===== src/rtl/neuro_skin_pkg.sv =====
// Shared constants and state encoding for the max-channel pixel stream path.
package neuro_skin_pkg;

    localparam int PIX_W         = 10;
    localparam int CNT_W_DEFAULT = 20;

    localparam logic [1:0] IDX_RED   = 2'd0;
    localparam logic [1:0] IDX_GREEN = 2'd1;
    localparam logic [1:0] IDX_BLUE  = 2'd2;

    typedef enum logic [1:0] {
        ST_IDLE   = 2'd0,
        ST_RUN    = 2'd1,
        ST_REPORT = 2'd2
    } state_t;

endpackage


===== src/rtl/rgb_argmax.sv =====
// Combinational 3-way maximum of an RGB pixel; ties resolve red > green > blue.
module rgb_argmax
    import neuro_skin_pkg::*;
(
    input  logic [PIX_W-1:0] red,
    input  logic [PIX_W-1:0] green,
    input  logic [PIX_W-1:0] blue,
    output logic [PIX_W-1:0] max_value,
    output logic [1:0]       max_index
);

    always_comb begin
        max_value = red;
        max_index = IDX_RED;
        if (!(red >= green && red >= blue)) begin
            if (green >= blue) begin
                max_value = green;
                max_index = IDX_GREEN;
            end else begin
                max_value = blue;
                max_index = IDX_BLUE;
            end
        end
    end

endmodule


===== src/rtl/max_stream_ctrl.sv =====
// Streams the largest channel of each pixel and reports per-frame winner counts.
module max_stream_ctrl
    import neuro_skin_pkg::*;
#(
    parameter int CNT_W = CNT_W_DEFAULT
) (
    input  logic             clk,
    input  logic             rst_n,
    input  logic             ce,
    input  logic             in_valid,
    output logic             in_ready,
    input  logic             in_last,
    input  logic [PIX_W-1:0] red,
    input  logic [PIX_W-1:0] green,
    input  logic [PIX_W-1:0] blue,
    output logic             out_valid,
    input  logic             out_ready,
    output logic [PIX_W-1:0] out_value,
    output logic [1:0]       out_index,
    output logic             stat_valid,
    output logic [CNT_W-1:0] stat_red,
    output logic [CNT_W-1:0] stat_green,
    output logic [CNT_W-1:0] stat_blue,
    output logic             busy
);

    localparam logic [CNT_W-1:0] CNT_MAX = {CNT_W{1'b1}};

    state_t           state_reg, state_next;
    logic             out_valid_reg;
    logic [PIX_W-1:0] out_value_reg;
    logic [1:0]       out_index_reg;
    logic [CNT_W-1:0] cnt_reg [0:2];

    logic [PIX_W-1:0] win_value;
    logic [1:0]       win_index;
    logic             accept;
    logic             xfer;
    logic             stat_fire;

    rgb_argmax u_argmax (
        .red       (red),
        .green     (green),
        .blue      (blue),
        .max_value (win_value),
        .max_index (win_index)
    );

    assign in_ready = ce & (state_reg != ST_REPORT) & (~out_valid_reg | out_ready);
    assign accept   = in_valid & in_ready;
    assign xfer     = out_valid_reg & out_ready & ce;

    // State register
    always_ff @(posedge clk) begin
        if (!rst_n) begin
            state_reg <= ST_IDLE;
        end else if (ce) begin
            state_reg <= state_next;
        end
    end

    // Next state; the report pulse waits until the last result has left the output register
    always_comb begin
        state_next = state_reg;
        stat_fire  = 1'b0;
        case (state_reg)
            ST_IDLE: begin
                if (accept) begin
                    state_next = in_last ? ST_REPORT : ST_RUN;
                end
            end
            ST_RUN: begin
                if (accept && in_last) begin
                    state_next = ST_REPORT;
                end
            end
            ST_REPORT: begin
                if (ce && (!out_valid_reg || out_ready)) begin
                    stat_fire  = 1'b1;
                    state_next = ST_IDLE;
                end
            end
            default: state_next = ST_IDLE;
        endcase
    end

    always_ff @(posedge clk) begin
        if (!rst_n) begin
            out_valid_reg <= 1'b0;
            out_value_reg <= '0;
            out_index_reg <= IDX_RED;
        end else if (ce) begin
            if (accept) begin
                out_valid_reg <= 1'b1;
                out_value_reg <= win_value;
                out_index_reg <= win_index;
            end else if (xfer) begin
                out_valid_reg <= 1'b0;
            end
        end
    end

    // The first pixel of a frame restarts the counts, so they double as the held statistics
    generate
        for (genvar gi = 0; gi < 3; gi++) begin : g_cnt
            logic hit;
            assign hit = (win_index == 2'(gi));

            always_ff @(posedge clk) begin
                if (!rst_n) begin
                    cnt_reg[gi] <= '0;
                end else if (accept) begin
                    if (state_reg == ST_IDLE) begin
                        cnt_reg[gi] <= hit ? CNT_W'(1) : '0;
                    end else if (hit && cnt_reg[gi] != CNT_MAX) begin
                        cnt_reg[gi] <= cnt_reg[gi] + CNT_W'(1);
                    end
                end
            end
        end
    endgenerate

    assign out_valid  = out_valid_reg;
    assign out_value  = out_value_reg;
    assign out_index  = out_index_reg;
    assign stat_valid = stat_fire;
    assign stat_red   = cnt_reg[0];
    assign stat_green = cnt_reg[1];
    assign stat_blue  = cnt_reg[2];
    assign busy       = (state_reg != ST_IDLE) | out_valid_reg;

endmodule


===== config.mk =====
export PLATFORM = sky130hd
export DESIGN_NAME = max_stream_ctrl
export DESIGN_NICKNAME = d
export VERILOG_FILES = /design/src/rtl/neuro_skin_pkg.sv /design/src/rtl/rgb_argmax.sv /design/src/rtl/max_stream_ctrl.sv
export SDC_FILE = /design/constraint.sdc
export NUM_CORES = 1
export LEC_CHECK = 0
export CORE_MARGIN = 3
export CORE_UTILIZATION = 45
export DETAILED_ROUTE_END_ITERATION = 8
export GPL_TIMING_DRIVEN = 0
export PLACE_DENSITY = 0.77
export REMOVE_ABC_BUFFERS = 1
export SLEW_MARGIN = 30
export SYNTH_ARGS = -nofsm -noshare
export SYNTH_HDL_FRONTEND = slang
export SYNTH_SLANG_ARGS = --single-unit

===== constraint.sdc =====
create_clock -name clk -period 4 [get_ports clk]
set_clock_uncertainty 0.15 [all_clocks]
set_input_delay 0.6 -clock clk [delete_from_list [all_inputs] [get_ports clk]]
set_output_delay 0.6 -clock clk [all_outputs]
set_load 0.01 [all_outputs]

== Word-level counts from Yosys, hierarchy flattened ==
Memory sizes are Yosys's and may differ from the RTL's.
Cells that the tools add are included.

* Add/sub/neg operators: 3
* $lt $le $gt $ge: 3
* Eq/ne operators: 11
* Muxes and demuxes: 42
* Bitwise gates (word level): 14
* Reductions and logical operators: 15

{| class="wikitable"
|+ Operator list
! operator !! count
|-
| two-way mux 20 bit || 6
|-
| adder 20 x 1 -> 20 bit, second input constant || 3
|-
| inequality test 20 bit, second input constant || 3
|-
| greater-or-equal comparator 10 bit || 3
|-
| two-way mux 1 bit || 27
|-
| two-way mux 10 bit || 2
|-
| two-way mux 2 bit || 6
|-
| inequality test 2 bit, second input constant || 4
|-
| bitwise OR 1 bit || 8
|-
| logical AND 1 bit || 6
|-
| case mux 2 bit (3 select lines) || 1
|-
| AND 1 bit || 5
|-
| equality test 2 x 1 -> 1 bit, second input constant || 2
|-
| equality test 2 bit, second input constant || 2
|-
| logical NOT 2 bit || 2
|-
| AND reduction 2 bit || 2
|-
| AND reduction 4 bit || 1
|-
| nonzero test 2 bit || 2
|-
| logical NOT 1 bit || 1
|-
| logical OR 1 bit || 1
|-
| inverter 1 bit || 1
|}

* Flip-flop bits (word level): 15
* Bits in writable memories: 60
* Input port bits: 36
* Output and inout bits: 76
* Memories: 1

{| class="wikitable"
|+ Memory list
! name !! words !! width !! rd ports !! clocked after memory_dff !! wr ports !! RTL line !! RTL
|-
| cnt_reg || 3 || 20 || 3 || 0 || 3 || max_stream_ctrl.sv:33 || <nowiki>logic [CNT_W-1:0] cnt_reg [0:2];</nowiki>
|}

== Logic depth before layout (Yosys ltp) ==
* Word-level depth: 11
* Depth in mapped cells: 11
* Depth with buffers taken out: 8

== By module ==
From an unflattened synthesis, not the netlist that was laid out.

* Cell total of the unflattened synthesis: 508
* Area, all modules: 4912.2 µm²

{| class="wikitable"
|+ By module, submodules not included
! module !! instances !! cells an instance !! area an instance (µm²) !! seq. area each (µm²)
|-
| max_stream_ctrl || 1 || 398 || 3952.5 || 2102.0
|-
| rgb_argmax || 1 || 110 || 959.7 || 0.0
|}

== Worst setup path before layout ==
Ideal clock, no wire load.

* Path type: input to register
* Start: input green[7]
* End: memory cnt_reg[1][0] (netlist name), enable pin
* Arrival: 3.634 ns
* Data required time: 3.422 ns
* Slack: -0.212 ns
* Stages on the path: 9
* Path buffers: 1
* Cells stage by stage: inv_1 -> ha_1 -> a211oi_2 -> nor2_1 -> or3_1 -> o22a_1 -> buf_6 -> nand2b_1 -> o31ai_1

{| class="wikitable"
|+ RTL lines
! element !! RTL line !! RTL
|-
| from (decl) || max_stream_ctrl.sv:14 || <nowiki>input logic [PIX_W-1:0] green,</nowiki>
|-
| to (decl) || max_stream_ctrl.sv:33 ||
|}

==> results.cfg <==
[floorplanning]
core_sq_mm = 0.00986
die_area_sq_mm = 0.0115
ios = 112
die_x_um = 107
start_util_pct = 46.5
die_y_um = 107
fp-row-count = 36

[synthesis]
synth_top_area_cell = edfxtp_1
synth_cell_type_count = 39
async_flop_share_pct = 0
post-synth-top-count-cell = nor2_1
synth_top_area_share_pct = 39.2
synth_edf_count = 60
synth_area_leaders = edfxtp_1 (39%), ha_1 (9.0%), dfxtp_1 (6.5%), nor2_1 (6.1%), xnor2_1 (5.7%)
synth_area_per_cell_sq_um = 9.73
synth_ff_type = edfxtp_1
ys_seq_area_share_pct = 45.8
ys.warnings.count = 0
syn-cell-area_sq_mm = 0.00459
syn_inst = 472
ys_seq_elements = 75
synthTopCellsByCount = nor2_1 (75), edfxtp_1 (60), nand2_1 (35)

[placement]
gp_congestion = 0.880
place.detailed.hpwl_mm = 8.03
portBuffers = 111
placed_area_sq_mm = 0.00585

[layout]
fill_cells = 827
syn2layout_area_growth_pct = 32.6
final-seq-area_sq_mm = 0.00210
drive_above_1_share_pct = 4.25
largest_reg_flops = 60
final_util_pct = 61.7
nets = 652
multi_input_area_sq_mm = 0.00235
antenna_cells = 0
stdcell_area_sq_mm = 0.00609

[worst_setup_path]
critPathKind = in2reg
arrival_ns = 3.66
worstPathRequired_ns = 3.83
rrSetupSlack_ns = 0.83
crit_fanout = 20
startpoint_type = input pin
endpoint_kind = flop

[grt]
overflow = 0
antenna_found_initial = 0
grt_pass1_wl_mm = 17.9
first_global_vias = 3845
track_usage_pct = 19.3
grt_max_degree = 21

[sta]
fmax_ghz = 0.261
tightestPinTransition_ns = 0.853
finalSetupViolCount = 0
finalCritPeriodShare_pct = 95.8
fin_tns_setup_ns = 0
slew_violations = 0
post-route-min-period_ns = 3.83
hold_viol = 0
slew_headroom_pct = 43.1
rsz0062_at_grt = no

[drt]
drt_wl_total_mm = 10.8
drc = 0
final_antenna_net_count = 0
vias_per_cell = 5.41
drt_first_iter_violations = 126
drt_first_pass_iters = 4
wl_per_cell_um = 15.0
num_vias = 3899

[power_and_ir_drop]
swShare_pct = 25.2
power_density_mw_per_mm2 = 320
vdd_ir_drop_max_mv = 0.156
seq_power_share_pct = 48.3
leakage_nw = 2.18
comb_power_share_pct = 17.7
p_int_mw = 1.46
p_sw_mw = 0.490
p_clk_share_pct = 34.0

[clock_tree]
cts_setup_buffers = 0
cts.sinks = 75
cts_inserted_buffers = 9
root_buffer = clkbuf_8
cts_max_level = 3
cts.clk_slew.worst_paths_ns = 0.08
clock_latency_ns = 0.34
cts_tree = yes
clk_path_buf_depth = 2

[run_status]
outcome = finished clean

[hold_path]
hp-class = reg2reg

[run]
max_cap_violations = 0
[cell usage in the layout, fill, tap and decap left out, types with 13 or more instances in the layout]
cell type	Yosys	routed
clkdlybuf4s50_1	0	111
nand2_1	35	33
nor2_1	75	75
nor3_1	19	19
ha_1	33	33
edfxtp_1	60	60
xnor2_1	30	30
o21ai_0	20	20
nand4_1	13	13
xor2_1	23	23
dfxtp_1	15	15
nand3_1	24	24
inv_1	30	30
[routing by layer]
layer,global-route usage [%],vias up,share of wire [%]
met5,0,-,0
met4,4.57,0,0.91
met3,3.25,8,4.5
met2,34.1,106,50
met1,24.6,1877,45
li1,-,1908,-
[layout make-up]
cell class / instances / share of cell area [%]
well taps: 133 / 2.73
inverters: 30 / 1.85
repair buffers: 113 / 18.5
clock buffers: 12 / 2.55
clock inverters: 4 / 1.19
multi-input cells: 354 / 38.6
flip-flops and latches: 75 / 34.5
[through the flow]
stage / worst slack (ns) / power, mW / hold slack [ns] / std cells
after floorplan: -0.316 / 1.11 / 0.333 / 459
after global placement: -1.73 / 1.29 / 0.294 / 703
after detailed placement: -0.728 / 1.30 / 0.308 / 705
after CTS: 0.145 / 1.97 / 0.330 / 721
after global routing: 0.0195 / 2.04 / 0.353 / 721
final: 0.168 / 1.95 / 0.326 / 721
[logic make-up (layout without fill, tap and decap cells)]
kind of cell / Yosys count / in the layout / synth area share (%)
DFF: 75 / 75 / 45.8
buffers and inverters: 43 / 159 / 3.90
adders and majority gates: 33 / 33 / 8.99
xor gates and xnor gates: 53 / 53 / 10.1
AOI/OAI and AO/OA: 55 / 55 / 8.28
and+or+nand+nor: 203 / 203 / 20.8
muxes: 10 / 10 / 2.18
[path summary, 6_finish.rpt]
check                            startpoint  cells past startpoint                      endpoint
setup / recovery                   green[7]                      9  cnt_reg[2][10]$_SDFFCE_PN0P_
hold reg to reg   out_value[0]$_SDFFE_PN0P_                      2     out_value[0]$_SDFFE_PN0P_
hold / removal    out_value[0]$_SDFFE_PN0P_                      2     out_value[0]$_SDFFE_PN0P_
setup reg to reg    cnt_reg[0][0]$_DFFE_PP_                      6  cnt_reg[0][17]$_SDFFCE_PN0P_
[power groups by stage]
stage / clock network (mW) / logic, mW / registers (mW)
3_3_place_gp: 0 / 0.332 / 0.957
2_1_floorplan: 0 / 0.141 / 0.970
6_report: 0.662 / 0.344 / 0.941
5_1_grt: 0.712 / 0.377 / 0.949
4_1_cts: 0.681 / 0.345 / 0.941
3_5_place_dp: 0 / 0.343 / 0.958
[worst max-delay path, stage by stage]
cell and delay, ns:
clkdlybuf4s50_1 0.51, inv_1 0.05, ha_1 0.30, a211oi_2 0.22
nor2_1 0.07, or3_1 0.34, o22a_1 0.52, or3_4 0.64
nand2_2 0.41
[timing repair]
action	4_1_cts	5_1_grt
hold buffers	0	0
pin swaps	0	1
resized for setup	3	1
setup endpoints to repair	40	29
Power figures use the tool's default switching activity.
